`config.mk`:
```
export PLATFORM = sky130hd
export DESIGN_NAME = serial_seed_loader_flat
export DESIGN_NICKNAME = d
export VERILOG_FILES = /design/src/rtl/serial_seed_loader_if.sv /design/src/rtl/serial_seed_loader.sv /design/src/flat_wrapper.sv
export SDC_FILE = /design/constraint.sdc
export NUM_CORES = 1
export LEC_CHECK = 0
export BUFFER_PORTS_ARGS = -buffer_cell sky130_fd_sc_hd__buf_4
export CAP_MARGIN = 20
export CORE_AREA = 2 2 39 41
export CTS_CLUSTER_DIAMETER = 200
export DETAILED_ROUTE_END_ITERATION = 10
export DIE_AREA = 0 0 41 43
export GPL_ROUTABILITY_DRIVEN = 0
export PLACE_DENSITY_LB_ADDON = 0.1
export SYNTH_ARGS = -nofsm -noshare
export SYNTH_HDL_FRONTEND = slang
export SYNTH_SLANG_ARGS = --single-unit
```
`constraint.sdc`:
```
create_clock -name clk -period 1 [get_ports clk]
set_input_delay 0.1 -clock clk [delete_from_list [all_inputs] [get_ports clk]]
set_output_delay 0.1 -clock clk [all_outputs]
set_load 0.005 [all_outputs]
```
`src/rtl/serial_seed_loader_if.sv`:
```
// Handshake bundle between the serial bit source, the seed loader and the rotate stage.
interface serial_seed_loader_if #(
  parameter int WIDTH = 4
);
  logic             ser_bit;
  logic             ser_valid;
  logic             ser_start;
  logic             ser_ready;
  logic [WIDTH-1:0] seed;
  logic             seed_valid;
  logic             seed_ready;
  logic             frame_abort;

  modport master (
    output ser_bit, ser_valid, ser_start, seed_ready,
    input  ser_ready, seed, seed_valid, frame_abort
  );

  modport slave (
    input  ser_bit, ser_valid, ser_start, seed_ready,
    output ser_ready, seed, seed_valid, frame_abort
  );
endinterface

```
`src/rtl/serial_seed_loader.sv`:
```
// Assembles a WIDTH-bit seed word from a start-framed serial stream and offers it
// to the rotate stage on a valid/ready handshake.
//
// state | meaning
// IDLE  | waiting for a bit flagged as frame start; other bits are dropped
// SHIFT | collecting frame bits; a new start restarts the frame with an abort pulse
// HOLD  | complete seed presented; serial input stalled until seed_ready
module serial_seed_loader #(
  parameter int WIDTH     = 4,
  parameter bit MSB_FIRST = 1'b1
) (
  input logic                 clk,
  input logic                 rst,
  serial_seed_loader_if.slave bus
);
  localparam int CW = (WIDTH > 2) ? $clog2(WIDTH) : 1;

  typedef enum logic [1:0] {
    IDLE  = 2'd0,
    SHIFT = 2'd1,
    HOLD  = 2'd2
  } state_t;

  state_t           state_q, state_nx;
  logic [CW-1:0]    cnt_q, cnt_nx;
  logic [WIDTH-1:0] sh_q, sh_nx;
  logic [WIDTH-1:0] seed_q, seed_nx;
  logic             seed_valid_q, seed_valid_nx;
  logic             abort_q, abort_nx;
  logic             accept;
  logic [WIDTH-1:0] sh_shifted;
  logic [WIDTH-1:0] sh_fresh;

  assign bus.ser_ready   = (state_q != HOLD);
  assign bus.seed        = seed_q;
  assign bus.seed_valid  = seed_valid_q;
  assign bus.frame_abort = abort_q;

  assign accept = bus.ser_valid && bus.ser_ready;

  // fresh word is the incoming bit shifted into an all-zero register
  assign sh_shifted = MSB_FIRST ? {sh_q[WIDTH-2:0], bus.ser_bit}
                                : {bus.ser_bit, sh_q[WIDTH-1:1]};
  assign sh_fresh   = MSB_FIRST ? {{(WIDTH-1){1'b0}}, bus.ser_bit}
                                : {bus.ser_bit, {(WIDTH-1){1'b0}}};

  always_ff @(posedge clk) begin
    if (rst) begin
      state_q      <= IDLE;
      cnt_q        <= '0;
      sh_q         <= '0;
      seed_q       <= '0;
      seed_valid_q <= 1'b0;
      abort_q      <= 1'b0;
    end else begin
      state_q      <= state_nx;
      cnt_q        <= cnt_nx;
      sh_q         <= sh_nx;
      seed_q       <= seed_nx;
      seed_valid_q <= seed_valid_nx;
      abort_q      <= abort_nx;
    end
  end

  always_comb begin
    state_nx      = state_q;
    cnt_nx        = cnt_q;
    sh_nx         = sh_q;
    seed_nx       = seed_q;
    seed_valid_nx = seed_valid_q;
    abort_nx      = 1'b0;

    unique case (state_q)
      IDLE: begin
        if (accept && bus.ser_start) begin
          sh_nx    = sh_fresh;
          cnt_nx   = CW'(1);
          state_nx = SHIFT;
        end
      end
      SHIFT: begin
        if (accept) begin
          if (bus.ser_start) begin
            abort_nx = 1'b1;
            sh_nx    = sh_fresh;
            cnt_nx   = CW'(1);
          end else if (cnt_q == CW'(WIDTH - 1)) begin
            sh_nx         = sh_shifted;
            seed_nx       = sh_shifted;
            seed_valid_nx = 1'b1;
            cnt_nx        = '0;
            state_nx      = HOLD;
          end else begin
            sh_nx  = sh_shifted;
            cnt_nx = cnt_q + CW'(1);
          end
        end
      end
      HOLD: begin
        if (bus.seed_ready) begin
          seed_valid_nx = 1'b0;
          state_nx      = IDLE;
        end
      end
      default: state_nx = IDLE;
    endcase
  end
endmodule

```
`src/flat_wrapper.sv`:
```
// flat-port wrapper written by rule: the top's interface ports become plain ports
module serial_seed_loader_flat 
#(
  parameter int WIDTH     = 4,
  parameter bit MSB_FIRST = 1'b1
)
  (clk, rst, bus_ser_bit, bus_ser_valid, bus_ser_start, bus_seed_ready, bus_ser_ready, bus_seed, bus_seed_valid, bus_frame_abort);
  serial_seed_loader_if #(.WIDTH(WIDTH)) bus_i ();
  input logic clk;
  input logic rst;
  input wire logic [$bits(bus_i.ser_bit)-1:0] bus_ser_bit;
  input wire logic [$bits(bus_i.ser_valid)-1:0] bus_ser_valid;
  input wire logic [$bits(bus_i.ser_start)-1:0] bus_ser_start;
  input wire logic [$bits(bus_i.seed_ready)-1:0] bus_seed_ready;
  output wire logic [$bits(bus_i.ser_ready)-1:0] bus_ser_ready;
  output wire logic [$bits(bus_i.seed)-1:0] bus_seed;
  output wire logic [$bits(bus_i.seed_valid)-1:0] bus_seed_valid;
  output wire logic [$bits(bus_i.frame_abort)-1:0] bus_frame_abort;
  assign bus_i.ser_bit = bus_ser_bit;
  assign bus_i.ser_valid = bus_ser_valid;
  assign bus_i.ser_start = bus_ser_start;
  assign bus_i.seed_ready = bus_seed_ready;
  assign bus_ser_ready = bus_i.ser_ready;
  assign bus_seed = bus_i.seed;
  assign bus_seed_valid = bus_i.seed_valid;
  assign bus_frame_abort = bus_i.frame_abort;
  serial_seed_loader #(.WIDTH(WIDTH), .MSB_FIRST(MSB_FIRST)) u_core (.clk(clk), .rst(rst), .bus(bus_i));
endmodule
```
; ---- Word-level counts from Yosys, hierarchy flattened
; Index checks and enable logic that the tools add are counted.
[op_classes]
n_addsub = 1
n_eq_ne = 9
n_mux = 20
n_bitwise = 3
n_reduce_logical = 10
[op_table]
columns = operator, n
row1 = 2-bit two-way mux, 8
row2 = 5-bit AND reduction, 2
row3 = 3-bit two-way mux, 3
row4 = "2-bit by 1-bit inequality test with 1-bit output, second input constant", 3
row5 = "2-bit inequality test, second input constant", 3
row6 = 2-bit case mux with 3 select lines, 1
row7 = 3-bit case mux with 2 select lines, 1
row8 = 1-bit two-way mux, 5
row9 = "2-bit equality test, second input constant", 2
row10 = 2-bit case mux with 2 select lines, 1
row11 = 4-bit AND reduction, 1
row12 = 2-bit nonzero test, 2
row13 = 1-bit inverter, 3
row14 = 3-bit AND reduction, 1
row15 = 3-bit OR reduction, 1
row16 = "2-bit by 1-bit adder with 2-bit output, second input constant", 1
row17 = "2-bit by 1-bit equality test with 1-bit output, second input constant", 1
row18 = 1-bit logical AND, 2
row19 = 2-bit logical NOT, 1
row20 = 1-bit case mux with 2 select lines, 1
[totals]
register_bits = 13
out_inout_bits = 7

; ---- Logic depth before layout (Yosys ltp)
; Gate-level depths: netlist (run 1).
[logic_depth]
depth_word = 5
mapped_depth = 4

; ---- Least setup slack after synthesis (run 1)
; OpenSTA, ideal clock, no wires.
[synth_path]
kind = flip-flop to flip-flop
startpoint = reg u_core.state_q[1]
endpoint = reg u_core.seed_q[3] (netlist: u_core.bus.seed[3])
setup_time_ps = 116
t_arrival_ps = 914
required_time_ps = 884
setup_slack_ps = -29
path_stages_with_launch = 5
period_less_slack_ps = 1029
path_cell_list = dfxtp_1 -> and4bb_1 -> buf_6 -> and2_4 -> o21ai_2
[synth_between]
elab_chain_len = 3
elab_cells_between_ends = 4
cone_classes = eq/ne (2) / reduce/logical (2)
[synth_lines]
columns = element, line
row1 = "start, declared", serial_seed_loader.sv:24  ; state_t state_q, state_nx;
row2 = "start signal, assigned", serial_seed_loader.sv:56  ; state_q <= state_nx;
row3 = 2-bit inequality test, serial_seed_loader.sv:34  ; assign bus.ser_ready = (state_q != HOLD);
row4 = 1-bit logical AND, serial_seed_loader.sv:39  ; assign accept = bus.ser_valid && bus.ser_ready;
row5 = 4-bit AND reduction (no line) (*), -
row6 = "end signal, assigned", serial_seed_loader.sv:59  ; seed_q <= seed_nx;
row7 = "end, declared", serial_seed_loader.sv:27  ; logic [WIDTH-1:0] seed_q, seed_nx;
; Mark *: on every way between the ends. The rest lies on a longest branch, timed or not.
; A chain may end at the register's enable or synchronous reset.

; ---- Worst setup path in the final report (run 1)
[layout_path]
startpoint = reg u_core.state_q[1]
endpoint = out bus_ser_ready
[layout_between]
elab_chain_len = 1
[layout_lines]
columns = element, line
row1 = 2-bit inequality test, serial_seed_loader.sv:34
row2 = "end, declared", flat_wrapper.sv:15  ; output wire logic [$bits(bus_i.ser_ready)-1:0] bus_ser_ready;
; No other way between the ends.

==> run summary, run 1 <==
Outcome - finished, violations left
Failing checks - setup timing
Vias in the first global route - 468
Post-synth cell types - 23
Overall Global Routing Usage - 0.172
Worst Reg-to-Reg Cells - 4
CP Max Fanout - 3
Bufs on Longest Clock Path - 2
Row count - 14
CP Launch Type - flip-flop
Met1 Use GR - 0.208
Area Growth Syn to Fin - 51.5%
Warnings from Yosys - 0
DR vias/cell - 5.39
H-tree depth - 1
Final Hold Vio Count - 0
Post-placement cell count - 93
Core ar. - 1380 um^2
Critical Path End - bus_ser_ready
M2 GR Usage - 0.250
Drt pass-1 iters - 2
Clk Latency, worst-skew pair - 0.28 ns
Most Crowded Layer GR - met2
Minimum clock period - 1.19 ns
Starting Density - 0.410
Syn Std Cell Area - 568 um^2
GRT met3 Usage - 0.0628
IO buf count - 12
Crit path depth - 3
Cell area power density - 1140 nW/um^2
Nets - 91
Synth Net Count - 66
Final setup viols - 9
Hold-fix buffers, CTS - 0
Worst path buffer plus inverter count - 2
Pleak - 0.340 nW
TritonCTS Buffers - 3
Wirelength, routed - 1260 um
Synthesized flop and latch total - 13
Element type at the critical path end - output pin
Worst min-delay path class - input pin to flip-flop
Die extent in x - 41 um
Die area - 1760 um^2
Largest net degree at the start of global routing - 18
Mapped Cells - 59
Peak VDD IR - 0.000643 V
Max stage delay on crit path - 0.34 ns
Layout cell share with drive strength beyond 1 - 0.639
Slew Limit Fails - 0
Reg2reg end - u_core.bus.seed[1]$_SDFFE_PP0P_
Headroom to the max-slew limit - 0.847
Detailed-placement wirelength estimate - 811 um
Critical-path cell list - buf_6 > or2b_1 > buf_4
Grt ovf - 0
Avg Cell Area, Syn - 9.63 um^2
# IOs - 13
Seq/Total Area, Yosys - 0.458
Vias - 534
RSZ-0062 raised after global routing - yes
CTS tree - yes
CP Class - flip-flop to output pin
Total chip power - 982 uW
Antenna Nets Post-Route - 0
Hold path start - rst
Initial antenna violation count - 0
Clock sinks - 13
Avg WL per Cell - 12.7 um
DRC viols - 0
Crit. Startpoint - u_core.state_q[1]$_SDFFE_PP0P_
Worst reg-to-reg setup slack - -0.10 ns
F_max - 0.840 GHz
Filler cells - 127
First-pass GRT wire length - 2010 um
Final period util - 1.19
Root Buffer - clkbuf_4
Die height - 43 um
CP arrival - 1.09 ns
Clk slew on worst S/H paths - 0.08 ns
N_diodes - 0
Final Skew - 0.00398 ns
Final Worst Setup Slack - -0.191 ns
Fin cells - 99
Critical Path RT - 0.90 ns
1st-iter DRT viols - 1
Slowest-stage cell, CP - dfxtp_2
Slew @ Worst Pin - 0.227 ns
Max_cap viols - 0
Worst R2R Start - u_core.state_q[1]$_SDFFE_PP0P_
CP delay by family, top - flip-flops
[layout by cell type (no fill, tap or decap), drive strengths merged, types with 4 or more instances in the layout]
master  Yosys  final
nand2b      6      6
dfxtp      13     13
a21oi       6      6
nand2       6      6
o21ai      10     10
nand4b      4      4
buf         1     22
clkbuf      1      4
[per-layer routing]
metal | vias to the layer above | share of wire
met5 | - | 0
met4 | 0 | 0.023
met3 | 5 | 0.056
met2 | 13 | 0.51
met1 | 259 | 0.41
li1 | 257 | -
[power breakdown]
part | leakage, nW | internal [mW] | switching, mW
combinational | 0.218 | 0.0567 | 0.0495
sequential | 0.107 | 0.528 | 0.0122
clock | 0.0150 | 0.155 | 0.181
total | 0.340 | 0.740 | 0.242
[per-stage QoR]
stage / setup TNS [ns] / hold slack, ns / instance area (um^2) / setup WS [ns] / util
final: -0.952 / 0.0798 / 861 / -0.191 / 0.622
after CTS: -1.26 / 0.0685 / 783 / -0.195 / 0.566
after global routing: -1.36 / 0.0874 / 861 / -0.238 / 0.622
after global placement: -0.796 / 0.372 / 724 / -0.107 / 0.524
after detailed placement: -0.970 / 0.386 / 724 / -0.131 / 0.524
after floorplan: -0.123 / 0.242 / 569 / -0.0276 / -
[worst min-delay path by stage]
stage                                             end  slack [ns]  cells past startpoint
floorplan           u_core.bus.frame_abort$_SDFF_PP0_        0.24                      2
global placement       u_core.state_q[1]$_SDFFE_PP0P_        0.37                      4
detailed placement     u_core.state_q[1]$_SDFFE_PP0P_        0.39                      2
CTS                    u_core.state_q[1]$_SDFFE_PP0P_        0.07                      2
global route           u_core.state_q[1]$_SDFFE_PP0P_        0.09                      2
finish                 u_core.state_q[1]$_SDFFE_PP0P_        0.08                      2
[worst reg2reg max path, stage by stage (launching register included)]
cell	delay (ns)
dfxtp_2	0.33
and4bb_4	0.41
buf_4	0.14
nand4b_1	0.10
o21ai_2	0.07
[synth_stat cells]
cell,n,share of area
inv_1,1,0.0066
and3b_1,1,0.015
dfxtp_1,13,0.46
ha_1,1,0.022
nor2_1,1,0.0066
nand2b_1,5,0.055
and4bb_1,1,0.022
o21bai_1,1,0.013
nand4b_1,4,0.062
clkbuf_1,1,0.0066
o21ai_1,1,0.0088
or3b_1,1,0.015
a21oi_1,6,0.053
nand2b_4,1,0.024
buf_6,1,0.020
and2_4,1,0.015
nor4b_1,1,0.015
o21ai_0,5,0.044
nor3_1,1,0.0088
a21boi_0,1,0.013
nand2_1,6,0.040
or2b_1,1,0.013
o21ai_2,4,0.062
[cell type report]
type | instances | area [um^2] | share of cell area
sequential | 13 | 265 | 0.308
clock buffer | 4 | 26.3 | 0.0305
multi-input combinational | 43 | 369 | 0.429
timing repair buffer | 22 | 176 | 0.205
tap | 16 | 20.0 | 0.0233
inverter | 1 | 3.75 | 0.00436
[registers in the layout (all words and copies together) (netlist names)]
| register | count |
|---|---|
| u_core.bus.seed | 4 |
| u_core.bus.frame_abort | 1 |
| u_core.state_q | 2 |
| u_core.bus.seed_valid | 1 |
| u_core.sh_q | 3 |
| u_core.cnt_q | 2 |
[kinds of logic after synthesis]
| group | share of synthesized area |
|---|---|
| AOI/OAI and AO/OA | 0.194 |
| adders and majority gates | 0.0220 |
| buffers and inverters | 0.0330 |
| DFF | 0.458 |
| and+or+nand+nor | 0.293 |
[timing repair]
| item | 4_1_cts | 5_1_grt |
|---|---|---|
| pin swaps | 1 | 6 |
| buffers inserted | 2 | 0 |
| resized for setup | 8 | 25 |
| setup endpoints to repair | 13 | 13 |
| cloned | 0 | 0 |
Note: power is estimated with default switching activity, not from simulation.
==> run 2: changes to the inputs <==
--- a/config.mk
+++ b/config.mk
@@ -8,11 +8,13 @@
 export BUFFER_PORTS_ARGS = -buffer_cell sky130_fd_sc_hd__buf_4
 export CAP_MARGIN = 20
 export CORE_AREA = 2 2 39 41
+export CTS_BUF_LIST = sky130_fd_sc_hd__clkbuf_16
 export CTS_CLUSTER_DIAMETER = 200
 export DETAILED_ROUTE_END_ITERATION = 10
 export DIE_AREA = 0 0 41 43
 export GPL_ROUTABILITY_DRIVEN = 0
 export PLACE_DENSITY_LB_ADDON = 0.1
+export SKIP_LAST_GASP = 1
 export SYNTH_ARGS = -nofsm -noshare
 export SYNTH_HDL_FRONTEND = slang
 export SYNTH_SLANG_ARGS = --single-unit
==> run summary, run 2 (synthesis results as in run 1) <==
Worst Reg-to-Reg Cells - 4
H-tree depth - 1
Detailed-placement wirelength estimate - 811 um
Vias in the first global route - 479
Wirelength, routed - 1200 um
Final Hold Vio Count - 0
Most common cell after layout, fill and taps aside - buf_4
Fin Setup TNS - -0.857 ns
Slew Limit Fails - 0
Outcome - finished, violations left
Vias - 525
Overall Global Routing Usage - 0.171
Worst reg-to-reg setup slack - -0.10 ns
Root Buffer - clkbuf_16
TritonCTS Buffers - 3
CTS tree - yes
N_diodes - 0
Cell area after layout - 882 um^2
DRC viols - 0
Layout cell share with drive strength beyond 1 - 0.566
CP Class - flip-flop to output pin
Most frequent cells in the layout - buf_4 (19), dfxtp_1 (11), o21ai_2 (8)
Total chip power - 1.38 mW
Clk slew on worst S/H paths - 0.04 ns
Worst min-delay path class - input pin to flip-flop
Final Skew - 0.00232 ns
# IOs - 13
Max stage delay on crit path - 0.32 ns
Final period util - 1.14
Final Worst Setup Slack - -0.135 ns
Hold path start - rst
CP Max Fanout - 3
Minimum clock period - 1.14 ns
Cell area power density - 1560 nW/um^2
F_max - 0.881 GHz
CP arrival - 1.04 ns
DR vias/cell - 5.30
Nets - 91
1st-iter DRT viols - 2
Grt ovf - 0
Row count - 14
Slowest-stage cell, CP - dfxtp_2
Avg WL per Cell - 12.1 um
Bufs on Longest Clock Path - 2
Final setup viols - 10
Drt pass-1 iters - 4
Die area - 1760 um^2
Peak VDD IR - 0.000922 V
Area Growth Syn to Fin - 55.3%
Clk Latency, worst-skew pair - 0.24 ns
Critical Path RT - 0.90 ns
CP Launch Type - flip-flop
Crit. Startpoint - u_core.state_q[1]$_SDFFE_PP0P_
Core ar. - 1380 um^2
Placed inst area - 724 um^2
Reg2reg end - u_core.sh_q[0]$_SDFFE_PP0P_
Die height - 43 um
Critical-path cell list - buf_6 > or2b_1 > buf_4
Max reg flops - 4
Min-Delay Path Depth - 2
IO buf count - 12
Slew @ Worst Pin - 0.288 ns
Clock sinks - 13
Largest net degree at the start of global routing - 18
Antenna Nets Post-Route - 0
Element type at the critical path end - output pin
Util after Layout - 0.637
Worst R2R Start - u_core.state_q[1]$_SDFFE_PP0P_
Starting Density - 0.410
Max_cap viols - 0
Initial antenna violation count - 0
First-pass GRT wire length - 2020 um
Headroom to the max-slew limit - 0.808
Worst Hold End - u_core.state_q[1]$_SDFFE_PP0P_
Die extent in x - 41 um
Failing checks - setup timing
Pleak - 0.363 nW
RSZ-0062 raised after global routing - yes
[run 2: cell types whose count changed in the layout (fill, tap and decap cells not counted), sizes merged]
cell	change
clkbuf	-1
inv	+1
[run 2: how the worst max path moves through the flow]
stage	cells past startpoint	endpoint
3_3_place_gp	4	u_core.bus.seed[1]$_SDFFE_PP0P_
3_5_place_dp	3	u_core.bus.seed[2]$_SDFFE_PP0P_
4_1_cts	3	bus_ser_ready
6_report	3	bus_ser_ready
2_1_floorplan	4	u_core.bus.seed[3]$_SDFFE_PP0P_
5_1_grt	3	bus_ser_ready
[run 2: final cells by class]
type | instances | area (um^2)
Clock buffer | 3 | 75.1
Clock inverter | 1 | 3.75
Fill cell | 122 | 502
Inverter | 1 | 3.75
Multi-Input combinational cell | 43 | 340
Sequential cell | 13 | 263
Tap cell | 16 | 20.0
Timing Repair Buffer | 22 | 176
[run 2: per-layer routing]
| metal | track usage | share of wire | vias to the layer above | routed length (um) |
|---|---|---|---|---|
| li1 | - | - | 259 | - |
| met1 | 0.201 | 0.39 | 246 | 469 |
| met2 | 0.250 | 0.53 | 16 | 630 |
| met3 | 0.0524 | 0.054 | 4 | 65 |
| met4 | 0.120 | 0.024 | 0 | 29 |
| met5 | 0 | 0 | - | 0 |
[run 2: metrics by stage]
stage	hold WS (ns)	setup WS, ns	instances
floorplan	0.242	-0.0276	59
global placement	0.372	-0.107	93
detailed placement	0.386	-0.131	93
CTS	0.119	-0.142	99
global route	0.141	-0.168	99
finish	0.125	-0.135	99
[run 2: worst max-delay path, delay by kind of cell, from the launching register on]
kind                   cells  cell delay, ns
buffers and inverters      2            0.23
AND/OR/NAND/NOR            1            0.24
flip-flops                 1            0.32
[run 2: power by group]
group | internal, mW | leakage (nW) | switching (mW) | total (mW)
Clock | 0.527 | 0.0423 | 0.214 | 0.741
Combinational | 0.0522 | 0.214 | 0.0463 | 0.0985
Sequential | 0.530 | 0.106 | 0.00841 | 0.539
[run 2: repair_timing]
item,in CTS,in global routing
pin swaps,2,7
hold endpoints to repair,0,0
endpoints found under the setup margin,12,13
hold buffers,0,0
buffers inserted,2,0
resized for setup,9,15
